### src/rtl/spi_tx_scheduler.sv
// spi_tx_scheduler: round-robin byte scheduler for two requesters in front of an SPI master.
// Optional WAIT-state watchdog: define SPI_TIMEOUT_EN to enable the abort path and the ERR flag.
module spi_tx_scheduler #(
  parameter int INIT_CYCLES    = 2,
  parameter int TIMEOUT_CYCLES = 100
) (
  input  logic       CLK_1KHZ,
  input  logic       RESET_N,
  input  logic       REQ_A,
  input  logic [7:0] DATA_A,
  output logic       ACK_A,
  input  logic       REQ_B,
  input  logic [7:0] DATA_B,
  output logic       ACK_B,
  input  logic       SPI_DONE,
  output logic [7:0] SPI_DATA,
  output logic       SPI_START,
  output logic       SPI_RESET,
  output logic       BUSY,
  output logic       ERR
);

  typedef enum logic [1:0] {
    ST_INIT = 2'd0,
    ST_IDLE = 2'd1,
    ST_WAIT = 2'd2,
    ST_ACK  = 2'd3
  } state_t;

  localparam logic [7:0] LP_INIT_LAST = 8'(INIT_CYCLES - 1);

  generate
    if (INIT_CYCLES < 1 || INIT_CYCLES > 15) begin : g_bad_init
      $error("spi_tx_scheduler: INIT_CYCLES must be 1..15");
    end
    if (TIMEOUT_CYCLES < 1 || TIMEOUT_CYCLES > 255) begin : g_bad_timeout
      $error("spi_tx_scheduler: TIMEOUT_CYCLES must be 1..255");
    end
  endgenerate

  state_t     r_state, w_state_nx;
  logic [7:0] r_cnt, w_cnt_nx;
  logic       r_last_b, w_last_b_nx;   // last requester served (or aborted) was B
  logic       r_gnt_b, w_gnt_b_nx;     // requester owning the current transfer is B
  logic [7:0] r_data, w_data_nx;
  logic       r_start, w_start_nx;
  logic       r_spi_rst, w_spi_rst_nx;
  logic       r_ack_a, w_ack_a_nx;
  logic       r_ack_b, w_ack_b_nx;
  logic       r_busy, w_busy_nx;
  logic       w_pick_b;

`ifdef SPI_TIMEOUT_EN
  localparam logic [7:0] LP_TO_LAST = 8'(TIMEOUT_CYCLES - 1);
  logic r_err, w_err_nx;
`endif

  // On a tie the requester that was not served last wins.
  assign w_pick_b = REQ_B && (!REQ_A || !r_last_b);

  always_comb begin
    w_state_nx   = r_state;
    w_cnt_nx     = r_cnt;
    w_last_b_nx  = r_last_b;
    w_gnt_b_nx   = r_gnt_b;
    w_data_nx    = r_data;
    w_start_nx   = 1'b0;
    w_spi_rst_nx = r_spi_rst;
    w_ack_a_nx   = 1'b0;
    w_ack_b_nx   = 1'b0;
    w_busy_nx    = r_busy;
`ifdef SPI_TIMEOUT_EN
    w_err_nx     = r_err;
`endif
    case (r_state)
      ST_INIT: begin
        w_spi_rst_nx = 1'b1;
        w_busy_nx    = 1'b1;
        if (r_cnt == LP_INIT_LAST) begin
          w_state_nx   = ST_IDLE;
          w_spi_rst_nx = 1'b0;
          w_busy_nx    = 1'b0;
          w_cnt_nx     = 8'd0;
        end else begin
          w_cnt_nx = r_cnt + 8'd1;
        end
      end
      ST_IDLE: begin
        w_busy_nx = 1'b0;
        if (REQ_A || REQ_B) begin
          w_gnt_b_nx = w_pick_b;
          w_data_nx  = w_pick_b ? DATA_B : DATA_A;
          w_start_nx = 1'b1;
          w_busy_nx  = 1'b1;
          w_cnt_nx   = 8'd0;
          w_state_nx = ST_WAIT;
        end
      end
      ST_WAIT: begin
        // A DONE arriving together with our own START belongs to an older transfer.
        if (!r_start && SPI_DONE) begin
          w_state_nx  = ST_ACK;
          w_ack_a_nx  = !r_gnt_b;
          w_ack_b_nx  = r_gnt_b;
          w_last_b_nx = r_gnt_b;
          w_cnt_nx    = 8'd0;
        end
`ifdef SPI_TIMEOUT_EN
        else if (r_cnt == LP_TO_LAST) begin
          // Abort: skip the stuck requester next time and reset the master.
          w_state_nx   = ST_INIT;
          w_err_nx     = 1'b1;
          w_last_b_nx  = r_gnt_b;
          w_spi_rst_nx = 1'b1;
          w_cnt_nx     = 8'd0;
        end else begin
          w_cnt_nx = r_cnt + 8'd1;
        end
`endif
      end
      ST_ACK: begin
        w_state_nx = ST_IDLE;
        w_busy_nx  = 1'b0;
      end
      default: begin
        w_state_nx   = ST_INIT;
        w_spi_rst_nx = 1'b1;
        w_busy_nx    = 1'b1;
        w_cnt_nx     = 8'd0;
      end
    endcase
  end

  always_ff @(posedge CLK_1KHZ or negedge RESET_N) begin
    if (!RESET_N) begin
      r_state   <= ST_INIT;
      r_cnt     <= 8'd0;
      r_last_b  <= 1'b1;
      r_gnt_b   <= 1'b0;
      r_data    <= 8'd0;
      r_start   <= 1'b0;
      r_spi_rst <= 1'b1;
      r_ack_a   <= 1'b0;
      r_ack_b   <= 1'b0;
      r_busy    <= 1'b1;
`ifdef SPI_TIMEOUT_EN
      r_err     <= 1'b0;
`endif
    end else begin
      r_state   <= w_state_nx;
      r_cnt     <= w_cnt_nx;
      r_last_b  <= w_last_b_nx;
      r_gnt_b   <= w_gnt_b_nx;
      r_data    <= w_data_nx;
      r_start   <= w_start_nx;
      r_spi_rst <= w_spi_rst_nx;
      r_ack_a   <= w_ack_a_nx;
      r_ack_b   <= w_ack_b_nx;
      r_busy    <= w_busy_nx;
`ifdef SPI_TIMEOUT_EN
      r_err     <= w_err_nx;
`endif
    end
  end

  assign ACK_A     = r_ack_a;
  assign ACK_B     = r_ack_b;
  assign SPI_DATA  = r_data;
  assign SPI_START = r_start;
  assign SPI_RESET = r_spi_rst;
  assign BUSY      = r_busy;
`ifdef SPI_TIMEOUT_EN
  assign ERR       = r_err;
`else
  assign ERR       = 1'b0;
`endif

  a_ack_exclusive: assert property (@(posedge CLK_1KHZ) disable iff (!RESET_N)
    !(r_ack_a && r_ack_b));
  a_start_single: assert property (@(posedge CLK_1KHZ) disable iff (!RESET_N)
    r_start |=> !r_start);

endmodule
### config.mk
export PLATFORM = sky130hd
export DESIGN_NAME = spi_tx_scheduler
export DESIGN_NICKNAME = d
export VERILOG_FILES = /design/src/rtl/spi_tx_scheduler.sv
export SDC_FILE = /design/constraint.sdc
export NUM_CORES = 1
export LEC_CHECK = 0
export ABC_AREA = 1
export CAP_MARGIN = 20
export CORE_MARGIN = 2
export CORE_UTILIZATION = 35
export DETAILED_ROUTE_END_ITERATION = 8
export GPL_TIMING_DRIVEN = 0
export PLACE_DENSITY = 0.66
export SETUP_SLACK_MARGIN = 0.05
export SLEW_MARGIN = 25
export SYNTH_ARGS = -nofsm -noshare
export SYNTH_HDL_FRONTEND = slang
export SYNTH_SLANG_ARGS = --single-unit
### constraint.sdc
create_clock -name CLK_1KHZ -period 1.7 [get_ports CLK_1KHZ]
set_clock_uncertainty 0.15 [all_clocks]
set_input_delay 0.255 -clock CLK_1KHZ [delete_from_list [all_inputs] [get_ports CLK_1KHZ]]
set_output_delay 0.255 -clock CLK_1KHZ [all_outputs]
set_load 0.02 [all_outputs]
==> Yosys cells after proc, flatten, opt, wreduce, memory -nomap -nowiden <==
Index checks and enable logic that the tools add are counted.
{ "totals": {"reg_bits": 25} }
{ "classes": {"add_sub_neg": 1, "n_eq_ne": 7, "mux": 17, "reduce_logical": 15} }
{ "op_table": {"columns": ["operator", "count"], "rows": [
  ["$mux 8", 4],
  ["$pmux 8 s3", 1],
  ["$add 8x1->8 const B", 1],
  ["$eq 8x1->1 const B", 1],
  ["$pmux 2 s4", 1],
  ["$mux 1", 7],
  ["$mux 2", 3],
  ["$ne 2x2->1 const B", 3],
  ["$reduce_and 3->1", 2],
  ["$reduce_bool 3->1", 2],
  ["$eq 2x2->1 const B", 2],
  ["$logic_not 1->1", 4],
  ["$reduce_and 2->1", 2],
  ["$pmux 1 s3", 1],
  ["$eq 2x1->1 const B", 1],
  ["$logic_and 1x1->1", 2],
  ["$logic_not 2->1", 1],
  ["$logic_or 1x1->1", 2]
]} }

==> Longest topological paths before layout <==
Gate-level depths: netlist of run 1.
{ "logic_depth": {"word_depth": 4, "depth_mapped": 9, "mapped_depth_nobuf": 9} }

==> Worst setup path after synthesis of run 1 <==
Ideal clock, no wire load.
{ "synth_path": {"kind": "register to register", "from": "register r_state[1]", "to": "register r_cnt[3]", "t_arrival_ns": 1.220, "required_time_ns": 1.432, "slack_ns": 0.212, "path_stages_with_launch": 10, "path_buffers": 1, "path_cell_list": "dfrtp_1 > inv_1 > ha_1 > nand3_2 > nand2_2 > nor2_4 > inv_2 > buf_6 > nand2_1 > o21ai_2"} }
{ "synth_between": {"elab_chain_len": 3, "elab_cells_between_ends": 8} }
{ "synth_lines": {"columns": ["element", "line_no", "text"], "rows": [
  ["from (decl)", "41", "state_t r_state, w_state_nx;"],
  ["from (signal assigned)", "150", "r_state <= w_state_nx;"],
  ["$eq 2x2->1 (tied with other cells)", "75", "case (r_state)"],
  ["$ne 2x2->1 (no line) or $reduce_bool 3->1 (tied branches)", null, null],
  ["$reduce_and 3->1 (no line)", null, null],
  ["to (signal assigned)", "151", "r_cnt <= w_cnt_nx;"],
  ["to (decl)", "42", "logic [7:0] r_cnt, w_cnt_nx;"]
]} }
Parallel ways exist; a longest one is shown, timed or not.
A chain may end at the register's enable or synchronous reset.

==> Worst setup path after layout of run 1 <==
{ "layout_path": {"from": "register r_ack_a (netlist: ACK_A)", "to": "output ACK_A"} }
{ "layout_rtl": {"columns": ["element", "line_no", "text"], "rows": [
  ["from (decl)", "48", "logic r_ack_a, w_ack_a_nx;"],
  ["from (signal assigned)", "157", "r_ack_a <= w_ack_a_nx;"],
  ["to (decl)", "11", "output logic ACK_A,"]
]} }
No word-level cell between the ends.

==> results of run 1 <==
## state kept, by name (all words and copies together), names as in the netlist
| name | count |
|---|---|
| SPI_RESET | 1 |
| BUSY | 1 |
| ACK_B | 1 |
| r_last_b | 1 |
| ACK_A | 1 |
| r_gnt_b | 1 |
| SPI_START | 1 |
| r_cnt | 8 |
| r_state | 2 |
| SPI_DATA | 8 |
## power breakdown
part	switching (uW)	internal [uW]	total, uW
Combinational	68.1	72.1	140
Clock	198	166	364
Sequential	7.94	612	620
Total	274	850	1120
## logic make-up after synthesis
kind of cell / after synthesis
adders and majority gates: 7
AOI/OAI and AO/OA: 28
other: 1
buffers and inverters: 24
DFF: 25
and+or+nand+nor: 80
xor gates and xnor gates: 1
## layout make-up
class / instances / area [um^2] / share of cell area
Multi-Input combinational cell: 117 / 616 / 0.335
Sequential cell: 25 / 629 / 0.343
Clock buffer: 3 / 41.3 / 0.0225
Clock inverter: 1 / 7.51 / 0.00409
Inverter: 21 / 78.8 / 0.0429
Buffer: 3 / 30.0 / 0.0163
Timing Repair Buffer: 39 / 374 / 0.204
Tap cell: 48 / 60.1 / 0.0327
## worst paths after layout
path	startpoint	endpoint	slack [ns]	cells after the start
max	ACK_A	ACK_A	0.10	1
min	r_gnt_b	ACK_A	0.28	1
max reg2reg	r_state[1]	r_cnt[3]	0.12	9
min reg2reg	r_gnt_b	ACK_A	0.28	1
max in group asynchronous	RESET_N	BUSY	0.68	2
min in group asynchronous	RESET_N	SPI_DATA[7]	0.35	2
## timing repair
| item | 4_1_cts | 5_1_grt |
|---|---|---|
| pin swaps | 0 | 1 |
| gates cloned | 0 | 0 |
| gates resized for setup | 7 | 7 |
| setup endpoints to repair | 17 | 23 |
| setup buffers | 1 | 4 |
| hold buffers | 1 | 0 |
| endpoints found under the hold margin | 22 | 0 |
## stage by stage
| step | TNS [ns] | total power, uW | hold slack, ns |
|---|---|---|---|
| global route | 0 | 1170 | 0.307 |
| finish | 0 | 1120 | 0.276 |
| CTS | 0 | 1140 | 0.280 |
| global placement | -3.19 | 782 | 0.259 |
| floorplan | 0 | 683 | -0.191 |
| detailed placement | -0.700 | 781 | 0.138 |
## placed cells by master (no fill, tap or decap), types with 3 or more instances in the layout
master           count
inv_1               19
clkdlybuf4s50_1     21
dlymetal6s2s_1       4
dlygate4sd2_1        7
dfrtp_1             22
nand3_1             10
o21ai_0             13
ha_1                 6
nor2_1              16
buf_4                6
nand2_1             45
clkbuf_8             3
dfstp_2              3
o21ai_1              8
## routing by layer
metal,vias up,wire (um),global-route usage
li1,612,-,-
met1,538,1430,0.197
met2,13,1310,0.235
met3,5,41,0.0102
met4,0,48,0.0536
met5,-,0,0
==> results.json, run 1 <==
{
  "final.setup.worst_slack_ns": 0.105,
  "area_of_the_die_um2": 4350,
  "start_kind": "register",
  "cts_buffers": 3,
  "dominantRegCellSynth": "dfrtp_1",
  "final_nets": 238,
  "worst_setup_path_end_kind": "output pin",
  "power_leakage_uw": 0.000904,
  "detail_route.iter0.violations": 39,
  "clkSlewWorstSetupHoldPaths_ns": 0.09,
  "syn_nets": 194,
  "synthAdderAreaFrac": 0.0651,
  "die-height_um": 66.0,
  "layout.cell_area.non_filler_um2": 1840,
  "area_growth_from_synthesis_to_layout_pct": 36.6,
  "worst_ep_required_time_ns": 1.29,
  "cts_max_path_buffers": 2,
  "grt_util_all_layers": 0.143,
  "power.ir.vdd_worst_v": 0.000299,
  "grt_remaining_overflow": 0,
  "max_slew_violation_count": 0,
  "synthCells": 166,
  "worst_ep_arrival_time_ns": 1.19,
  "slew_headroom": 0.627,
  "number_of_synthesized_flops_with_an_enable_pin": 0,
  "drc": 0,
  "max_clock_freq_mhz": 627,
  "timing_worst_setup_path_type": "register to output pin",
  "synth_seq_cells": 25,
  "antenna_cells": 0,
  "wire_length_of_the_first_global_routing_pass_mm": 4.86,
  "synthTopCellsByCount": "nand2_1 (46), dfrtp_1 (22), inv_1 (19)",
  "power-per-cell-area_nw_per_um2": 612,
  "fraction_of_the_mapped_netlist_area_in_compound_gates": 0.125,
  "final_layout_size_suffix_gt1_frac": 0.129,
  "grt_max_degree": 26,
  "async_flop_share": 1.00,
  "critical_path.top_delay_family": "buffers and inverters",
  "core.rowCount": 22,
  "place.port_buffers": 33,
  "synth_top_family_by_area": "simple AND/OR/NAND/NOR gates",
  "worstPathCellList": "clkdlybuf4s50_1",
  "timing.critical_path.buf_inv": 1,
  "grt_antenna_before_repair": 0,
  "max-cap-violations": 0,
  "dpl_cell_area_um2": 1730,
  "floorplan.io_pins": 35,
  "synth.top_cells.by_area": "dfrtp_1 (41%), nand2_1 (13%), ha_1 (6.5%)",
  "clkLatencyLatePin_ns": 0.27,
  "final.fill_count": 356,
  "detail_route.wl_per_cell_um": 11.0,
  "core-area_um2": 3690,
  "run_status": "finished, final reports clean",
  "final_min_period_over_clock_period": 0.938,
  "die_width_um": 66.0,
  "clock_sink_count": 25,
  "post-place-cells": 247,
  "wirelength_mm": 2.84,
  "root_buffer": "clkbuf_8",
  "fin_cells": 257,
  "place_congestion": 0.828,
  "yosys.area.top_type_share": 0.409,
  "place.detailed.hpwl_mm": 2.04,
  "synthesis.yosys.warnings": 0,
  "timing.critical_path.fanout_max": 1,
  "average_via_count_per_standard_cell": 4.54,
  "synth.largest_area_cell": "dfrtp_1",
  "floorplan.initialDensity": 0.365,
  "firstDrtPassIters": 4,
  "tritoncts": "yes",
  "synth.yosys.seq_area_share": 0.468,
  "grt_pass1_vias": 1095,
  "cts_max_level": 1,
  "synth_area_per_cell_um2": 8.10,
  "tightest_slew_ns": 0.559,
  "unrepaired_setup_endpoints_after_global_routing": "yes",
  "synth.cell_area_um2": 1350,
  "post_synth_cell_types": 26,
  "hold_path_class": "register to register",
  "cp_slowest_stage_delay_ns": 0.59,
  "final-hold-violation-count": 0,
  "synth.area.mux_share": 0,
  "synth-simple-area-share": 0.255,
  "vias": 1168,
  "critical-path-slowest-cell": "clkdlybuf4s50_1",
  "antenna_violation_net_count_after_detailed_routing": 0,
  "preCtsSetupSlack_ns": -0.0688,
  "post_synth_xor_area_fraction": 0.00651,
  "fin_crit_ns": 1.60,
  "final_util": 0.498,
  "final_setup_violations": 0,
  "cell_with_the_most_instances_after_synthesis": "nand2_1"
}
No activity file was read; power rests on OpenSTA's default activity.
==> run 2: changes to the inputs <==
Clock period 1.7 ns to 1.5 ns, I/O delays scaled along.
==> results.json, run 2 (same netlist as run 1, synthesis figures left out) <==
{
  "mostFrequentLayoutCell": "nand2_1",
  "mostFrequentLayoutCells": "nand2_1 (35), dfrtp_1 (20), clkdlybuf4s50_1 (19)",
  "drc": 0,
  "core.rowCount": 22,
  "firstDrtPassIters": 4,
  "p_int_uw": 960,
  "grt_max_degree": 26,
  "tritoncts": "yes",
  "floorplan.initialDensity": 0.365,
  "final_setup_violations": 0,
  "place.detailed.hpwl_mm": 2.06,
  "die_width_um": 66.0,
  "share_clk_of_total_power": 0.326,
  "grt_util_all_layers": 0.150,
  "power.switching_fraction": 0.249,
  "run_status": "finished, final reports clean",
  "fin_crit_ns": 1.47,
  "reg2reg_slack_ns": 0.03,
  "max-cap-violations": 0,
  "antenna_violation_net_count_after_detailed_routing": 0,
  "worst_ep_arrival_time_ns": 1.48,
  "worst_ep_required_time_ns": 1.51,
  "total_switching_power_uw": 319,
  "slew_headroom": 0.616,
  "max_clock_freq_mhz": 680,
  "clock_sink_count": 25,
  "area_growth_from_synthesis_to_layout_pct": 47.4,
  "area_of_the_die_um2": 4350,
  "max_slew_violation_count": 0,
  "average_via_count_per_standard_cell": 4.53,
  "cts_max_path_buffers": 2,
  "vias": 1206,
  "tightest_slew_ns": 0.577,
  "antenna_cells": 0,
  "power_leakage_uw": 0.000932,
  "clkLatencyLatePin_ns": 0.27,
  "r2r_end": "r_cnt[2]",
  "worstSetupStartpoint": "r_state[1]",
  "portion_of_total_power_attributed_to_combinational_logic": 0.124,
  "detail_route.wl_per_cell_um": 11.5,
  "core-area_um2": 3690,
  "final_min_period_over_clock_period": 0.980,
  "power.ir.vdd_worst_v": 0.000388,
  "timing_worst_setup_path_type": "register to register",
  "wire_length_of_the_first_global_routing_pass_mm": 5.09,
  "die-height_um": 66.0,
  "unrepaired_setup_endpoints_after_global_routing": "yes",
  "clkSlewWorstSetupHoldPaths_ns": 0.10,
  "grt_pass1_vias": 1120,
  "place.port_buffers": 33,
  "setup-tns-final_ns": 0,
  "wirelength_mm": 3.06,
  "timing.rr.start": "r_state[1]",
  "endpoint": "r_cnt[2]",
  "place_congestion": 0.829,
  "worst_setup_path_end_kind": "register",
  "root_buffer": "clkbuf_8",
  "worst_hold_startpoint": "r_gnt_b",
  "final_layout_size_suffix_gt1_frac": 0.289,
  "final.fill_count": 351,
  "final-hold-violation-count": 0,
  "timing.critical_path.fanout_max": 5,
  "cts_max_level": 1,
  "start_kind": "register",
  "power-per-cell-area_nw_per_um2": 645,
  "worstRegToRegCells": 9,
  "floorplan.io_pins": 35,
  "grt_antenna_before_repair": 0,
  "hold_path_class": "register to register",
  "grt_remaining_overflow": 0,
  "cts_buffers": 3,
  "total_power_uw": 1280,
  "final_nets": 247,
  "sequentialPowerShare": 0.550,
  "detail_route.iter0.violations": 73
}
[run 2: changes by cell type in the layout (fill, tap and decap cells not counted), sizes merged]
cell           previous run  this run
dlygate4sd2               7        11
clkdlybuf4s50            21        19
buf                       9        20
dlymetal6s2s              4         0
[run 2: worst max-delay path, stage by stage (launching register included)]
cell and delay (ns):
dfrtp_2 0.43, buf_6 0.13, ha_4 0.15, nand2_2 0.05, nand2_2 0.07, nor2_4 0.09
inv_2 0.06, buf_6 0.13, nand2_1 0.05, o21ai_1 0.05
[run 2: per-layer routing]
metal,vias up,share of wire,global-route usage
li1,632,-,-
met1,557,0.48,0.207
met2,15,0.48,0.247
met3,2,0.026,0.0170
met4,0,0.0088,0.0434
met5,-,0,0
[run 2: through the flow]
stage               area, um^2  setup slack [ns]  cells  hold WS, ns  utilization
detailed placement        1760            -0.247    247        0.108        0.478
CTS                       1910            0.0299    262        0.277        0.519
finish                    1980            0.0297    266        0.274        0.538
floorplan                 1380            0.0375    166       -0.221            -
global placement          1770            -0.419    247        0.259        0.480
global route              1980           -0.0589    266        0.302        0.538
[run 2: power groups by stage]
stage	Sequential, uW	Clock [uW]	Combinational [uW]
final	703	417	159
after global routing	706	459	173
after CTS	703	432	159
after detailed placement	716	0	169
after global placement	716	0	170
after floorplan	740	0	34.6
[run 2: what timing repair did]
action                     CTS  global route
pin swaps                    3             8
setup endpoints to repair   33            21
setup buffers                8             4
hold buffers                 1             0
resized for setup           31            21
hold endpoints to repair    22             0
gates cloned                 2             0
[run 2: worst min-delay path by stage]
stage                       end  slack [ns]  cells past startpoint
floorplan                 ACK_A       -0.22                      0
global route              ACK_A        0.30                      1
global placement          ACK_A        0.26                      1
finish                    ACK_A        0.27                      1
CTS                       ACK_A        0.28                      1
detailed placement  SPI_DATA[5]        0.11                      1
[run 2: final cells by class]
type                            count  area, um^2  share of cell area
Tap cell                           48        60.1              0.0303
Sequential cell                    25         632               0.319
Inverter                           21        83.8              0.0423
Multi-Input combinational cell    117         697               0.351
Clock inverter                      1        7.51             0.00379
Buffer                              3        30.0              0.0151
Timing Repair Buffer               48         432               0.218
Clock buffer                        3        41.3              0.0208
==> run 3: changes to the inputs <==
Settings changed: CAP_MARGIN 20 to not set, PLACE_DENSITY 0.66 to not set, PLACE_DENSITY_LB_ADDON set to 0.05.
==> results.json, run 3 (same netlist as run 1, synthesis figures left out) <==
{
  "run_status": "complete, but fails checks",
  "violated_checks": "negative setup slack",
  "floorplan.io_pins": 35,
  "core-area_um2": 3690,
  "timing_worst_setup_path_type": "register to register",
  "worst_ep_arrival_time_ns": 1.55,
  "final_nets": 249,
  "mostFrequentLayoutCells": "nand2_1 (30), dfrtp_1 (20), clkdlybuf4s50_1 (19)",
  "timing.critical_path.buf_inv": 3,
  "die_width_um": 66.0,
  "area_growth_from_synthesis_to_layout_pct": 54.3,
  "clkLatencyLatePin_ns": 0.27,
  "worstRegToRegCells": 9,
  "final.setup.worst_slack_ns": -0.0381,
  "worstPathCellList": "buf_6 -> ha_4 -> nand2_4 -> nand2_4 -> nor2_4 -> inv_2 -> buf_6 -> nand2_2 -> nand2_2",
  "grt_max_degree": 26,
  "power-per-cell-area_nw_per_um2": 618,
  "slew_headroom": 0.627,
  "critical-path-slowest-cell": "dfrtp_2",
  "place.detailed.hpwl_mm": 2.14,
  "core.rowCount": 22,
  "place_congestion": 0.748,
  "preCtsSetupSlack_ns": -0.261,
  "layout.area.seq_um2": 632,
  "cp_num_cells": 9,
  "cp_slowest_stage_delay_ns": 0.45,
  "r2r_end": "r_cnt[0]",
  "vias": 1278,
  "power_leakage_uw": 0.000975,
  "power.ir.vdd_worst_v": 0.000335,
  "root_buffer": "clkbuf_8",
  "mostFrequentLayoutCell": "nand2_1",
  "firstDrtPassIters": 4,
  "detail_route.iter0.violations": 52,
  "clkSlewWorstSetupHoldPaths_ns": 0.09,
  "antenna_cells": 0,
  "final_setup_violations": 13,
  "grt_pass1_vias": 1204,
  "average_via_count_per_standard_cell": 4.77,
  "unrepaired_setup_endpoints_after_global_routing": "yes",
  "timing.critical_path.fanout_max": 5,
  "tritoncts": "yes",
  "tightest_slew_ns": 0.560,
  "worst_ep_required_time_ns": 1.51,
  "detail_route.wl_per_cell_um": 12.2,
  "worstSetupStartpoint": "r_state[1]",
  "hold_path_class": "register to register",
  "fin_cells": 268,
  "multiInputGateArea_um2": 782,
  "antenna_violation_net_count_after_detailed_routing": 0,
  "cts_max_path_buffers": 2,
  "post-place-cells": 247,
  "final_min_period_over_clock_period": 1.03,
  "critical_path.top_delay_family": "flip-flops",
  "cts_max_level": 1,
  "final_layout_size_suffix_gt1_frac": 0.359,
  "drc": 0,
  "reg2reg_slack_ns": -0.04,
  "endpoint": "r_cnt[0]",
  "wire_length_of_the_first_global_routing_pass_mm": 5.49,
  "fin_crit_ns": 1.54,
  "die-height_um": 66.0,
  "timing.rr.start": "r_state[1]",
  "floorplan.initialDensity": 0.365,
  "area_of_the_die_um2": 4350,
  "setup-tns-final_ns": -0.277,
  "final.fill_count": 367,
  "cts_buffers": 3,
  "final-hold-violation-count": 0,
  "grt_antenna_before_repair": 0,
  "wirelength_mm": 3.28,
  "place.port_buffers": 33,
  "max-cap-violations": 0,
  "clock_sink_count": 25,
  "grt_remaining_overflow": 0,
  "worst_setup_path_end_kind": "register",
  "start_kind": "register",
  "max_clock_freq_mhz": 650,
  "max_slew_violation_count": 0,
  "grt_util_all_layers": 0.165
}
==> run 3: changes by cell type in the layout (fill, tap and decap cells not counted), moves of 2 or more <==
cell | previous run | this run
o21ai_0 | 10 | 2
o21ai_2 | 3 | 11
nand2_1 | 35 | 30
nand2_4 | 0 | 4
buf_4 | 11 | 14
ha_1 | 4 | 2
==> run 3: per-stage QoR <==
step / instance area [um^2] / total power (uW) / util / hold slack, ns
after floorplan: 1380 / 775 / - / -0.221
after global placement: 1770 / 886 / 0.480 / 0.261
after detailed placement: 1760 / 887 / 0.478 / 0.109
after CTS: 1970 / 1290 / 0.534 / 0.276
after global routing: 2080 / 1340 / 0.563 / 0.318
final: 2080 / 1280 / 0.563 / 0.276
==> run 3: final cells by class <==
| cell class | instances | share of cell area |
|---|---|---|
| flip-flops and latches | 25 | 0.304 |
| multi-input cells | 117 | 0.377 |
| plain buffers | 3 | 0.0145 |
| well taps | 48 | 0.0289 |
| repair buffers | 50 | 0.213 |
| clock buffers | 4 | 0.0217 |
| inverters | 21 | 0.0404 |
==> run 3: worst min path at each step <==
| stage | from | slack [ns] | end | cells after the start |
|---|---|---|---|---|
| final | r_gnt_b | 0.28 | ACK_A | 1 |
| after floorplan | RESET_N | -0.22 | ACK_A | 0 |
| after global placement | r_gnt_b | 0.26 | ACK_A | 1 |
| after CTS | r_gnt_b | 0.28 | ACK_A | 1 |
| after detailed placement | RESET_N | 0.11 | r_cnt[3] | 1 |
| after global routing | r_gnt_b | 0.32 | ACK_A | 1 |
==> run 3: where the power goes <==
part	internal [uW]	switching (uW)	total [uW]
registers	694	10.3	704
logic	81.5	85.0	167
clock network	190	222	413
total	965	318	1280
==> run 3: what timing repair did <==
item	in CTS	in global routing
endpoints found under the setup margin	33	23
pin swaps	13	14
cloned	2	0
hold buffers	1	0
buffers inserted	10	4
resized for setup	47	32
hold endpoints to repair	22	0
==> run 3: routing by layer <==
metal / part of all wire / global-route usage / vias up
li1: - / - / 635
met1: 0.40 / 0.200 / 603
met2: 0.52 / 0.287 / 36
met3: 0.066 / 0.0375 / 4
met4: 0.0095 / 0.0536 / 0
met5: 0 / 0 / -
